[src/rtl/sg_norm_ctrl.sv]
// Multi-cycle normalization controller for the half-precision MAC significand
// product. Takes a 2.20 product plus exponent sum. Finds the leading one, then
// shifts left in SHIFT_STEP chunks until it reaches bit 21. Packs a 5-bit
// exponent and a 10-bit truncated fraction, with zero/overflow/underflow flags.
module sg_norm_ctrl #(
  parameter int SHIFT_STEP = 4,
  parameter int EXP_MAX    = 30
) (
  input  logic        clock,
  input  logic        resetn,
  input  logic        in_valid,
  output logic        in_ready,
  input  logic        in_sign,
  input  logic [6:0]  in_exp,
  input  logic [21:0] in_sig,
  output logic        out_valid,
  input  logic        out_ready,
  output logic        out_sign,
  output logic [4:0]  out_exp,
  output logic [9:0]  out_frac,
  output logic        out_zero,
  output logic        out_ovf,
  output logic        out_udf,
  output logic        busy
);

  typedef enum logic [2:0] {S_IDLE, S_DETECT, S_SHIFT, S_PACK, S_DONE} state_t;

  localparam logic [4:0]        STEP  = 5'(SHIFT_STEP);
  localparam logic signed [7:0] EMAX8 = 8'(EXP_MAX);

  state_t      state_q, state_d;
  logic        sign_q, sign_d;
  logic [6:0]  exp_q, exp_d;
  logic [21:0] sig_q, sig_d;
  logic [4:0]  cnt_q, cnt_d;
  logic [4:0]  rem_q, rem_d;
  logic        out_sign_q, out_sign_d;
  logic [4:0]  out_exp_q, out_exp_d;
  logic [9:0]  out_frac_q, out_frac_d;
  logic        out_zero_q, out_zero_d;
  logic        out_ovf_q, out_ovf_d;
  logic        out_udf_q, out_udf_d;

  logic [4:0]  lead;
  logic [4:0]  step;
  logic [7:0]  e_val;

  // Index of the highest set bit; an all-zero value reports 21 so the shift is 0.
  function automatic logic [4:0] lead_one(input logic [21:0] v);
    logic [4:0] r;
    r = 5'd21;
    for (int i = 0; i < 22; i++)
      if (v[i]) r = 5'(i);
    return r;
  endfunction

  // Next-state and datapath: each state owns the registers it updates.
  always_comb begin
    state_d    = state_q;
    sign_d     = sign_q;
    exp_d      = exp_q;
    sig_d      = sig_q;
    cnt_d      = cnt_q;
    rem_d      = rem_q;
    out_sign_d = out_sign_q;
    out_exp_d  = out_exp_q;
    out_frac_d = out_frac_q;
    out_zero_d = out_zero_q;
    out_ovf_d  = out_ovf_q;
    out_udf_d  = out_udf_q;
    lead       = lead_one(sig_q);
    step       = (rem_q < STEP) ? rem_q : STEP;
    // Total shift is recovered from cnt_q, which stays fixed while sig_q moves.
    e_val      = {exp_q[6], exp_q} + 8'd1 - {3'd0, 5'd21 - cnt_q};
    unique case (state_q)
      S_IDLE: if (in_valid) begin
        sign_d  = in_sign;
        exp_d   = in_exp;
        sig_d   = in_sig;
        state_d = S_DETECT;
      end
      S_DETECT: begin
        cnt_d   = lead;
        rem_d   = 5'd21 - lead;
        state_d = (lead != 5'd21) ? S_SHIFT : S_PACK;
      end
      S_SHIFT: begin
        sig_d = sig_q << step;
        rem_d = rem_q - step;
        if (rem_q == step) state_d = S_PACK;
      end
      S_PACK: begin
        out_sign_d = sign_q;
        out_exp_d  = e_val[4:0];
        out_frac_d = sig_q[20:11];
        out_zero_d = 1'b0;
        out_ovf_d  = 1'b0;
        out_udf_d  = 1'b0;
        if (sig_q == 22'd0) begin
          out_exp_d  = 5'd0;
          out_frac_d = 10'd0;
          out_zero_d = 1'b1;
        end else if ($signed(e_val) > EMAX8) begin
          out_exp_d  = 5'd31;
          out_frac_d = 10'd0;
          out_ovf_d  = 1'b1;
        end else if ($signed(e_val) < 8'sd1) begin
          out_exp_d  = 5'd0;
          out_frac_d = 10'd0;
          out_udf_d  = 1'b1;
        end
        state_d = S_DONE;
      end
      S_DONE: if (out_ready) state_d = S_IDLE;
      default: state_d = S_IDLE;
    endcase
  end

  // State and data registers; reset aborts any operation in flight.
  always_ff @(posedge clock or negedge resetn) begin
    if (!resetn) begin
      state_q    <= S_IDLE;
      sign_q     <= 1'b0;
      exp_q      <= '0;
      sig_q      <= '0;
      cnt_q      <= 5'd21;
      rem_q      <= '0;
      out_sign_q <= 1'b0;
      out_exp_q  <= '0;
      out_frac_q <= '0;
      out_zero_q <= 1'b0;
      out_ovf_q  <= 1'b0;
      out_udf_q  <= 1'b0;
    end else begin
      state_q    <= state_d;
      sign_q     <= sign_d;
      exp_q      <= exp_d;
      sig_q      <= sig_d;
      cnt_q      <= cnt_d;
      rem_q      <= rem_d;
      out_sign_q <= out_sign_d;
      out_exp_q  <= out_exp_d;
      out_frac_q <= out_frac_d;
      out_zero_q <= out_zero_d;
      out_ovf_q  <= out_ovf_d;
      out_udf_q  <= out_udf_d;
    end
  end

  assign in_ready  = (state_q == S_IDLE);
  assign busy      = (state_q != S_IDLE);
  assign out_valid = (state_q == S_DONE);
  assign out_sign  = out_sign_q;
  assign out_exp   = out_exp_q;
  assign out_frac  = out_frac_q;
  assign out_zero  = out_zero_q;
  assign out_ovf   = out_ovf_q;
  assign out_udf   = out_udf_q;

endmodule

[config.mk]
export PLATFORM = sky130hd
export DESIGN_NAME = sg_norm_ctrl
export DESIGN_NICKNAME = d
export VERILOG_FILES = /design/src/rtl/sg_norm_ctrl.sv
export SDC_FILE = /design/constraint.sdc
export NUM_CORES = 1
export LEC_CHECK = 0
export ABC_AREA = 1
export CORE_MARGIN = 3
export CORE_UTILIZATION = 59
export CTS_CLUSTER_DIAMETER = 50
export DETAILED_ROUTE_END_ITERATION = 8
export PLACE_DENSITY = 0.86
export SETUP_SLACK_MARGIN = 0.2
export SLEW_MARGIN = 20
export SYNTH_ARGS = -nofsm -noshare
export SYNTH_HDL_FRONTEND = slang
export SYNTH_SLANG_ARGS = --single-unit
[constraint.sdc]
create_clock -name clock -period 8.7 [get_ports clock]
set_input_delay 1.74 -clock clock [delete_from_list [all_inputs] [get_ports clock]]
set_output_delay 1.74 -clock clock [all_outputs]
set_load 0.01 [all_outputs]
==> key figures, run 1 <==
Floorplan
  – Initial Util: 0.631
  – CORE AREA: 6170 um^2
  – Die W: 87.2 um
  – Die ar.: 7600 um^2
  – Placement Rows: 28
  – Die height: 87.2 um
  – I/O pin count: 56

Clock network
  – CTS sink cnt: just over 60
  – CTS tree: yes
  – Clock Latency Late Sink: around 0.33 ns
  – Post-CTS Setup Bufs: 0
  – Hold_buf cts: 0
  – Clock-pin slew on the worst setup and hold paths: ~0.060 ns
  – CTS Buf Count: 9
  – H-tree depth: 3
  – CTS Buffer Depth: 2
  – Post_cts resized: 0
  – Clock Tree Root: clkbuf_8

Route
  – Routed wl met2: between 4000 and 5000 um
  – Top routing layer in use: met4
  – WL/cell: 15.0 um
  – DRC errors left: 0
  – Met3 wire length: approximately 750 um
  – Post-Route WL: approximately 9600 um
  – Routed metal-1 wire length: about 4300 um
  – First-pass detailed-route iteration total: 6
  – Via Count: between 3000 and 4000
  – Via density: between 5 and 6
  – 1st-iter DRT viols: 517
  – Post-route ant nets: 0

Finish
  – Commonest non-fill, non-tap cell in the layout: nand2_1
  – Most frequent cells in the layout: nand2_1 (135), dfrtp_1 (59), inv_1 (57), o21ai_0 (56), clkdlybuf4s50_1 (54)
  – Layout cells sized above 1: 0.0728
  – Final std cells w/o fill: 638
  – # fillers: between 400 and 500
  – Total Nets Final: slightly above 600
  – Number of diodes: 0
  – Area delta synth->final: 19.4%

Global routing
  – Vias in the first global route: between 3000 and 4000
  – Initial antenna violation count: 0
  – Tot GR Track Use: 0.273
  – First-pass GRT wire length: 16400 um
  – Largest net degree at the start of global routing: 63
  – Gr ovfl total: 0

Yosys
  – Net Count, Synth: between 500 and 600
  – Unique masters post-synth: 44
  – Yosys warns: 0
  – EDFF count, synth: 0
  – Commonest register cell after synthesis: dfrtp_1
  – Post-Syn Area per Cell: about 7.7 um^2
  – Synth async-reset ratio: 1.00
  – Synthesized area: 3890 um^2
  – Mapped Cells: about 500
  – Synth Register Bits: between 60 and 70
  – Sequential fraction of the synthesis area: 0.400

Worst hold path
  – Worst Hold Class: reg2reg

STA
  – Fin Hold WS: around 0.48 ns
  – Final setup viols: 0
  – Skew final: slightly above 0.007 ns
  – Worst-Margin Slew: approximately 0.86 ns
  – Final TNS setup: 0 ns
  – Final Max Tran Viols: 0
  – Max-slew headroom: 0.425
  – Period utilization: 0.434
  – Final WS setup: between 4 and 5 ns
  – Max Freq: roughly 0.26 GHz
  – Post-route minimum period: approximately 3.8 ns
  – Unrepaired setup endpoints after global routing: no
  – Endpoints failing hold: 0

Power
  – Lkg Pwr: between 2 and 2.5 nW
  – Maximum VDD drop: approximately 0.29 mV
  – Total power: 0.00205 W
  – Pwr/cell area: approximately 440 nW/um^2

Placement
  – DP Worst Slack: between 4 and 5 ns
  – PortBufs: 55
  – Dpl hpwl: 6990 um
  – Final GP Congestion: 0.885
  – Placed Cells: 622

Critical path
  – Startpoint Class: input pin
  – Req. time, crit path: about 8.9 ns
  – CP Class: in2reg
  – CP Cell Sequence: clkdlybuf4s50_1 -> nand2_2 -> nand2_1 -> inv_1 -> a31oi_1 -> o221ai_1 -> o21ai_0
  – Crit Path Max Fanout: 28
  – Slowest CP cell: clkdlybuf4s50_1
  – CP Capture Type: register
  – CP max stage delay: around 0.5 ns
  – WP data arrival: 4.02 ns

Flow run
  – Max-Cap Viols: 0

Run status
  – Status: finished clean
==> registers in the layout, summed over array words and instances (netlist names) <==
name,cells
sig_q,22
out_frac,10
exp_q,7
cnt_q,5
out_exp,5
rem_q,5
state_q,3
out_ovf,1
out_sign,1
out_udf,1
out_zero,1
sign_q,1
==> cell type report <==
type                    count  area [um^2]  share of cell area
clock buffers              15          166              0.0358
clock inverters             1         5.00             0.00108
inverters                  62          233              0.0501
multi-input cells         365         2020               0.435
flip-flops and latches     62         1560               0.335
well taps                  75         93.8              0.0202
repair buffers             58          568               0.122
==> worst paths after layout <==
| kind | start | to | slack, ns | depth (start not counted) |
|---|---|---|---|---|
| worst max-delay path | in_valid | sig_q[20] | 4.92 | 7 |
| worst max register to register | cnt_q[2] | out_exp[4] | 5.62 | 14 |
| worst min-delay path | out_frac[3] | out_frac[3] | 0.48 | 2 |
| min in group asynchronous | resetn | out_exp[2] | 1.57 | 2 |
| max in group asynchronous | resetn | sig_q[3] | 6.62 | 2 |
| worst min register to register | out_frac[3] | out_frac[3] | 0.48 | 2 |
==> Yosys cell counts (all sizes together), types with 2 or more instances <==
master     n  area (um^2)
conb       2         7.51
mux2       5         56.3
nand2    138          531
dfstp      3         78.8
a31oi      2         12.5
inv       60          225
o2111ai    6         52.6
o311ai     2         17.5
o22ai      3         18.8
ha        16          200
o221ai     7         61.3
xor2       2         17.5
nor2      30          125
nand3     24          125
dfrtp     59         1480
nand4      5         31.3
clkinv     2         7.51
clkbuf    12         45.0
xnor2      2         17.5
a22oi     15          113
nor4       3         18.8
o21ai     56          280
buf        6         38.8
o211ai    13         97.6
a21oi     20          111
nor3       5         25.0
==> per-layer routing <==
| layer | track usage | up-vias |
|---|---|---|
| met1 | 0.390 | 1776 |
| met5 | 0 | - |
| met3 | 0.0322 | 16 |
| met4 | 0.0948 | 0 |
| met2 | 0.431 | 175 |
| li1 | - | 1825 |
==> report_power, final <==
| part | switching [W] | internal (W) |
|---|---|---|
| registers | 0.000103 | 0.000434 |
| logic | 0.000803 | 0.000482 |
| clock network | 0.000105 | 0.000119 |
| total | 0.00101 | 0.00104 |
==> metrics by stage <==
step	util	area (um^2)
floorplan	-	3890
global placement	0.725	4470
detailed placement	0.725	4470
CTS	0.753	4640
global route	0.753	4640
finish	0.753	4640
==> critical path: cells and delay by family <==
family	cells	cell delay, ns
compound gates	3	0.73
simple gates	2	0.69
buf+inv	2	0.84
==> kinds of logic (layout without fill, tap and decap cells) <==
| family | count (synthesis) | in the layout | synth area share |
|---|---|---|---|
| simple gates | 206 | 206 | 0.222 |
| compound gates | 131 | 131 | 0.215 |
| buf+inv | 80 | 136 | 0.0814 |
| flops | 62 | 62 | 0.400 |
| fa+ha+maj | 17 | 17 | 0.0566 |
| mux | 5 | 5 | 0.0145 |
| xor+xnor | 4 | 4 | 0.00901 |
| other cells | 2 | 2 | 0.00193 |
(Power assumes the default switching activity.)
==> run 2: changes to the inputs <==
--- a/config.mk
+++ b/config.mk
@@ -7,10 +7,10 @@
 export LEC_CHECK = 0
 export ABC_AREA = 1
 export CORE_MARGIN = 3
-export CORE_UTILIZATION = 59
+export CORE_UTILIZATION = 50
 export CTS_CLUSTER_DIAMETER = 50
 export DETAILED_ROUTE_END_ITERATION = 8
-export PLACE_DENSITY = 0.86
+export PLACE_DENSITY = 0.77
 export SETUP_SLACK_MARGIN = 0.2
 export SLEW_MARGIN = 20
 export SYNTH_ARGS = -nofsm -noshare
==> constraint.sdc (replaced) <==
create_clock -name clock -period 3.4 [get_ports clock]
set_input_delay 0.68 -clock clock [delete_from_list [all_inputs] [get_ports clock]]
set_output_delay 0.68 -clock clock [all_outputs]
set_load 0.01 [all_outputs]
==> key figures, run 2 (synthesis results as in run 1) <==
Run status
  – Status: finished clean (unchanged)

Power
  – Lkg Pwr: 2.18 nW (was 2.15 nW)
  – Pwr/cell area: 1150 nW/um^2 (was 441 nW/um^2)
  – Maximum VDD drop: 0.397 mV (was 0.292 mV)

Route
  – Post-route ant nets: 0 (unchanged)
  – Post-Route WL: 9750 um (was 9580 um)
  – DRC errors left: 0 (unchanged)
  – Via density: 5.60 (was 5.94)
  – 1st-iter DRT viols: 255 (was 517)
  – WL/cell: 14.6 um (was 15.0 um)
  – First-pass detailed-route iteration total: 5 (was 6)
  – Via Count: 3732 (was 3792)

Critical path
  – CP Capture Type: register (unchanged)
  – CP Class: reg2reg (was in2reg)
  – Startpoint Class: register (was input pin)
  – WP data arrival: 3.32 ns (was 4.02 ns)
  – Req. time, crit path: 3.63 ns (was 8.94 ns)
  – Crit Path Max Fanout: 6 (was 28)

Floorplan
  – Die W: 94.2 um (was 87.2 um)
  – Die height: 94.2 um (was 87.2 um)
  – CORE AREA: 7410 um^2 (was 6170 um^2)
  – Placement Rows: 31 (was 28)
  – Initial Util: 0.525 (was 0.631)
  – Die ar.: 8870 um^2 (was 7600 um^2)
  – I/O pin count: 56 (unchanged)

Clock network
  – Clock-pin slew on the worst setup and hold paths: 0.07 ns (was 0.06 ns)
  – Clock Latency Late Sink: 0.35 ns (was 0.33 ns)
  – CTS Buf Count: 9 (unchanged)
  – CTS tree: yes (unchanged)
  – CTS Buffer Depth: 2 (unchanged)
  – CTS sink cnt: 62 (unchanged)
  – H-tree depth: 3 (unchanged)
  – Clock Tree Root: clkbuf_8 (unchanged)

Global routing
  – Initial antenna violation count: 0 (unchanged)
  – Gr ovfl total: 0 (unchanged)
  – First-pass GRT wire length: 16200 um (was 16400 um)
  – Tot GR Track Use: 0.231 (was 0.273)
  – Largest net degree at the start of global routing: 38 (was 63)
  – Vias in the first global route: 3415 (was 3582)

Finish
  – Max FFs per register: 22 (unchanged)
  – Number of diodes: 0 (unchanged)
  – Commonest non-fill, non-tap cell in the layout: nand2_1 (unchanged)
  – Most frequent cells in the layout: nand2_1 (135), dfrtp_1 (59), inv_1 (57), o21ai_0 (56), clkdlybuf4s50_1 (54) (unchanged)
  – FF/Latch Area: 1560 um^2 (unchanged)
  – Register with the most flip-flops: sig_q (unchanged)
  – Area delta synth->final: 22.4% (was 19.4%)
  – Area of the multi-input gates: 2040 um^2 (was 2020 um^2)
  – Post-route cell area: 4760 um^2 (was 4640 um^2)
  – Total Nets Final: 613 (was 609)
  – Layout cells sized above 1: 0.0882 (was 0.0728)
  – # fillers: 650 (was 462)

Worst hold path
  – Worst Hold Class: in2async (was reg2reg)

STA
  – Final setup viols: 0 (unchanged)
  – Worst-Margin Slew: 0.877 ns (was 0.862 ns)
  – Unrepaired setup endpoints after global routing: yes (was no)
  – Fin Hold WS: 0.319 ns (was 0.484 ns)
  – Final WS setup: 0.304 ns (was 4.92 ns)
  – Max-slew headroom: 0.413 (was 0.425)
  – Final TNS setup: 0 ns (unchanged)
  – Post-route minimum period: a little over 3 ns
  – Final Max Tran Viols: 0 (unchanged)
  – Endpoints failing hold: 0 (unchanged)
  – Period utilization: 0.911
  – Skew final: 0.0140 ns (was 0.00709 ns)
  – Max Freq: around 0.32 GHz

Placement
  – Dpl hpwl: 7280 um (was 6990 um)
  – DP Worst Slack: 0.314 ns (was 4.63 ns)
  – PortBufs: 55 (unchanged)
  – Final GP Congestion: 0.898 (was 0.885)
  – Placement Cell Area: 4520 um^2 (was 4470 um^2)

Flow run
  – Max-Cap Viols: 0 (unchanged)
==> run 2: changes by cell type in the layout (fill, tap and decap cells not counted), sizes merged <==
cell      change
bufinv        +1
buf           +4
clkinvlp      +1
clkbuf        -2
==> run 2: repair_timing <==
item                                    CTS  global route
setup buffers                             0             1
hold buffers                              0             0
endpoints found under the setup margin    0            15
gates resized for setup                   0             5
==> run 2: report_power, final <==
group          switching (W)  internal [W]  total [W]
registers           0.000260       0.00111    0.00137
clock network       0.000290      0.000378   0.000668
logic                0.00213       0.00131    0.00344
total                0.00268       0.00280    0.00547
==> run 2: final timing paths <==
check / start / slack, ns / to / depth (start not counted)
worst min-delay path: resetn / 0.32 / out_frac[3] / 1
worst max-delay path: cnt_q[2] / 0.30 / out_ovf / 15
worst min register to register: out_sign / 0.47 / out_sign / 2
worst max register to register: cnt_q[2] / 0.30 / out_ovf / 15
max in group asynchronous: resetn / 2.17 / cnt_q[2] / 2
min in group clock: out_sign / 0.47 / out_sign / 2
==> run 2: through the flow <==
stage	utilization	total power, W	instances
2_1_floorplan	-	0.00373	507
3_3_place_gp	0.611	0.00453	649
3_5_place_dp	0.611	0.00466	649
4_1_cts	0.638	0.00536	665
5_1_grt	0.642	0.00599	666
6_report	0.642	0.00547	666
==> run 2: final cells by class <==
class | instances | area share
clock buffers | 13 | 0.0334
clock inverters | 3 | 0.00894
inverters | 62 | 0.0494
multi-input cells | 365 | 0.430
flip-flops and latches | 62 | 0.327
well taps | 99 | 0.0260
repair buffers | 62 | 0.126
==> run 2: critical path, cell delays in order (launching register included) <==
cell	delay, ns
dfstp_2	0.54
ha_1	0.23
ha_1	0.31
inv_1	0.07
fa_2	0.41
nor2_2	0.14
a211oi_2	0.06
nor2_2	0.11
nor2_1	0.07
o21bai_4	0.15
nand2_1	0.09
a21oi_2	0.17
nand4_1	0.18
nand4_1	0.26
buf_4	0.16
nand2_1	0.04
==> run 2: metal layers <==
metal  vias to the layer above  global-route usage  routed length (um)
met5                         -                   0                   0
met4                         0              0.0782                 169
met3                        21              0.0313                 557
met2                       142               0.371                4610
met1                      1737               0.320                4420
li1                       1832                   -                   -
==> run 3: changes to the inputs <==
--- a/config.mk
+++ b/config.mk
@@ -6,12 +6,13 @@
 export NUM_CORES = 1
 export LEC_CHECK = 0
 export ABC_AREA = 1
+export CORE_ASPECT_RATIO = 1.5
 export CORE_MARGIN = 3
 export CORE_UTILIZATION = 50
 export CTS_CLUSTER_DIAMETER = 50
 export DETAILED_ROUTE_END_ITERATION = 8
 export PLACE_DENSITY = 0.77
-export SETUP_SLACK_MARGIN = 0.2
+export SETUP_SLACK_MARGIN = 0.3
 export SLEW_MARGIN = 20
 export SYNTH_ARGS = -nofsm -noshare
 export SYNTH_HDL_FRONTEND = slang
==> key figures, run 3 (synthesis results as in run 1) <==
Floorplan
  – Die W: 78.0 um (was 94.2 um)
  – I/O pin count: 56 (unchanged)
  – Initial Util: 0.524 (was 0.525)
  – Die height: 114 um (was 94.2 um)
  – Die ar.: 8890 um^2 (was 8870 um^2)
  – CORE AREA: 7420 um^2 (was 7410 um^2)
  – Placement Rows: 38 (was 31)

STA
  – Final Max Tran Viols: 0 (unchanged)
  – Unrepaired setup endpoints after global routing: no (was yes)
  – Period utilization: 0.881 (was 0.911)
  – Endpoints failing hold: 0 (unchanged)
  – Final WS setup: 0.403 ns (was 0.304 ns)
  – Max-slew headroom: 0.459 (was 0.413)
  – Final setup viols: 0 (unchanged)
  – Final TNS setup: 0 ns (unchanged)
  – Post-route minimum period: 3.00 ns (was 3.10 ns)
  – Skew final: 0.0121 ns (was 0.0140 ns)
  – Worst-Margin Slew: 0.811 ns (was 0.877 ns)
  – Max Freq: 0.334 GHz (was 0.323 GHz)

Placement
  – DP Worst Slack: 0.327 ns (was 0.314 ns)
  – PortBufs: 55 (unchanged)
  – Final GP Congestion: 0.937 (was 0.898)
  – Dpl hpwl: 7420 um (was 7280 um)

Route
  – Via density: 5.56 (was 5.60)
  – Via Count: 3756 (was 3732)
  – WL/cell: 15.1 um (was 14.6 um)
  – 1st-iter DRT viols: 248 (was 255)
  – First-pass detailed-route iteration total: 5 (unchanged)
  – DRC errors left: 0 (unchanged)
  – Post-route ant nets: 0 (unchanged)
  – Post-Route WL: 10200 um (was 9750 um)

Critical path
  – Startpoint Class: register (unchanged)
  – Req. time, crit path: 3.63 ns (about the same)
  – FF-to-FF path depth: 19 (was 15)
  – Crit Path Max Fanout: 11 (was 6)
  – CP Capture Type: register (unchanged)
  – CP Class: reg2reg (unchanged)
  – WP data arrival: 3.23 ns (was 3.32 ns)

Finish
  – # fillers: 659 (was 650)
  – Most frequent cells in the layout: nand2_1 (134), dfrtp_1 (58), inv_1 (57), o21ai_0 (56), clkdlybuf4s50_1 (54) (was nand2_1 (135), dfrtp_1 (59), inv_1 (57), o21ai_0 (56), clkdlybuf4s50_1 (54))
  – Total Nets Final: 621 (was 613)
  – Layout cells sized above 1: 0.113 (was 0.0882)
  – Area delta synth->final: 25.5% (was 22.4%)
  – Register with the most flip-flops: sig_q (unchanged)
  – Max FFs per register: 22 (unchanged)
  – Number of diodes: 0 (unchanged)
  – Commonest non-fill, non-tap cell in the layout: nand2_1 (unchanged)

Power
  – Pwr/cell area: 1210 nW/um^2 (was 1150 nW/um^2)
  – Maximum VDD drop: 0.539 mV (was 0.397 mV)
  – Lkg Pwr: 2.23 nW (was 2.18 nW)

Clock network
  – Clock-pin slew on the worst setup and hold paths: 0.08 ns (was 0.07 ns)
  – CTS sink cnt: 62 (unchanged)
  – Clock Tree Root: clkbuf_8 (unchanged)
  – H-tree depth: 3 (unchanged)
  – Hold_buf cts: 0 (unchanged)
  – CTS tree: yes (unchanged)
  – CTS Buf Count: 9 (unchanged)
  – Clock Latency Late Sink: 0.36 ns (was 0.35 ns)
  – CTS Buffer Depth: 2 (unchanged)

Global routing
  – First-pass GRT wire length: 16600 um (was 16200 um)
  – Vias in the first global route: 3642 (was 3415)
  – Gr ovfl total: 0 (unchanged)
  – Tot GR Track Use: 0.236 (was 0.231)
  – Largest net degree at the start of global routing: 37 (was 38)
  – Initial antenna violation count: 0 (unchanged)

Flow run
  – Max-Cap Viols: 0 (unchanged)

Run status
  – Status: finished clean (unchanged)

Worst hold path
  – Worst Hold Class: in2async (unchanged)
-- run 3: per-layer routing --
layer  GRT usage  share of wire
met1       0.262           0.39
met2       0.427           0.53
met3      0.0419          0.045
met4       0.120          0.030
met5           0              0
-- run 3: final timing paths --
| path | start | endpoint | slack (ns) |
|---|---|---|---|
| worst max register to register | cnt_q[2] | out_exp[0] | 0.40 |
| worst min register to register | out_frac[3] | out_frac[3] | 0.48 |
| worst max-delay path | cnt_q[2] | out_exp[0] | 0.40 |
| min in group clock | out_frac[3] | out_frac[3] | 0.48 |
| max in group asynchronous | resetn | sig_q[8] | 2.25 |
| worst min-delay path | resetn | exp_q[2] | 0.41 |
-- run 3: critical path, cell delays in order (launching register included) --
cell and delay (ns):
dfstp_2 0.56, a21oi_1 0.08, xor2_1 0.15, ha_1 0.33
ha_4 0.28, nand2_1 0.05, nor2_2 0.13, a211oi_2 0.06
nor2_2 0.16, nor2_2 0.07, o21bai_4 0.17, nand2_2 0.07
a21oi_2 0.20, nand4_1 0.12, nand2_1 0.11, inv_2 0.05
nand2_4 0.06, inv_2 0.09, nand2_1 0.07, nand3_1 0.06
-- run 3: final cells by class --
| type | instances | area (um^2) | share of cell area |
|---|---|---|---|
| Clock buffer | 9 | 124 | 0.0254 |
| Timing Repair Buffer | 70 | 658 | 0.135 |
| Multi-Input combinational cell | 365 | 2080 | 0.427 |
| Inverter | 62 | 233 | 0.0477 |
| Tap cell | 100 | 125 | 0.0256 |
| Clock inverter | 7 | 103 | 0.0210 |
| Sequential cell | 62 | 1560 | 0.319 |
-- run 3: timing repair --
item                                    4_1_cts  5_1_grt
endpoints found under the setup margin        0       16
buffers inserted                              0        6
resized for setup                             0       11
-- run 3: stage by stage --
| stage | area (um^2) | hold WS (ns) | cells | power (W) | util |
|---|---|---|---|---|---|
| 6_report | 4880 | 0.406 | 675 | 0.00589 | 0.658 |
| 5_1_grt | 4880 | 0.475 | 675 | 0.00643 | 0.658 |
| 2_1_floorplan | 3890 | 0.384 | 507 | 0.00373 | - |
| 3_3_place_gp | 4540 | 0.458 | 653 | 0.00461 | 0.613 |
| 3_5_place_dp | 4540 | 0.468 | 653 | 0.00470 | 0.613 |
| 4_1_cts | 4770 | 0.421 | 669 | 0.00547 | 0.643 |
-- run 3: power breakdown --
group          internal (W)  switching [W]  total (W)
clock              0.000424       0.000335   0.000759
sequential          0.00111       0.000270    0.00138
combinational       0.00153        0.00223    0.00375
total               0.00306        0.00283    0.00589
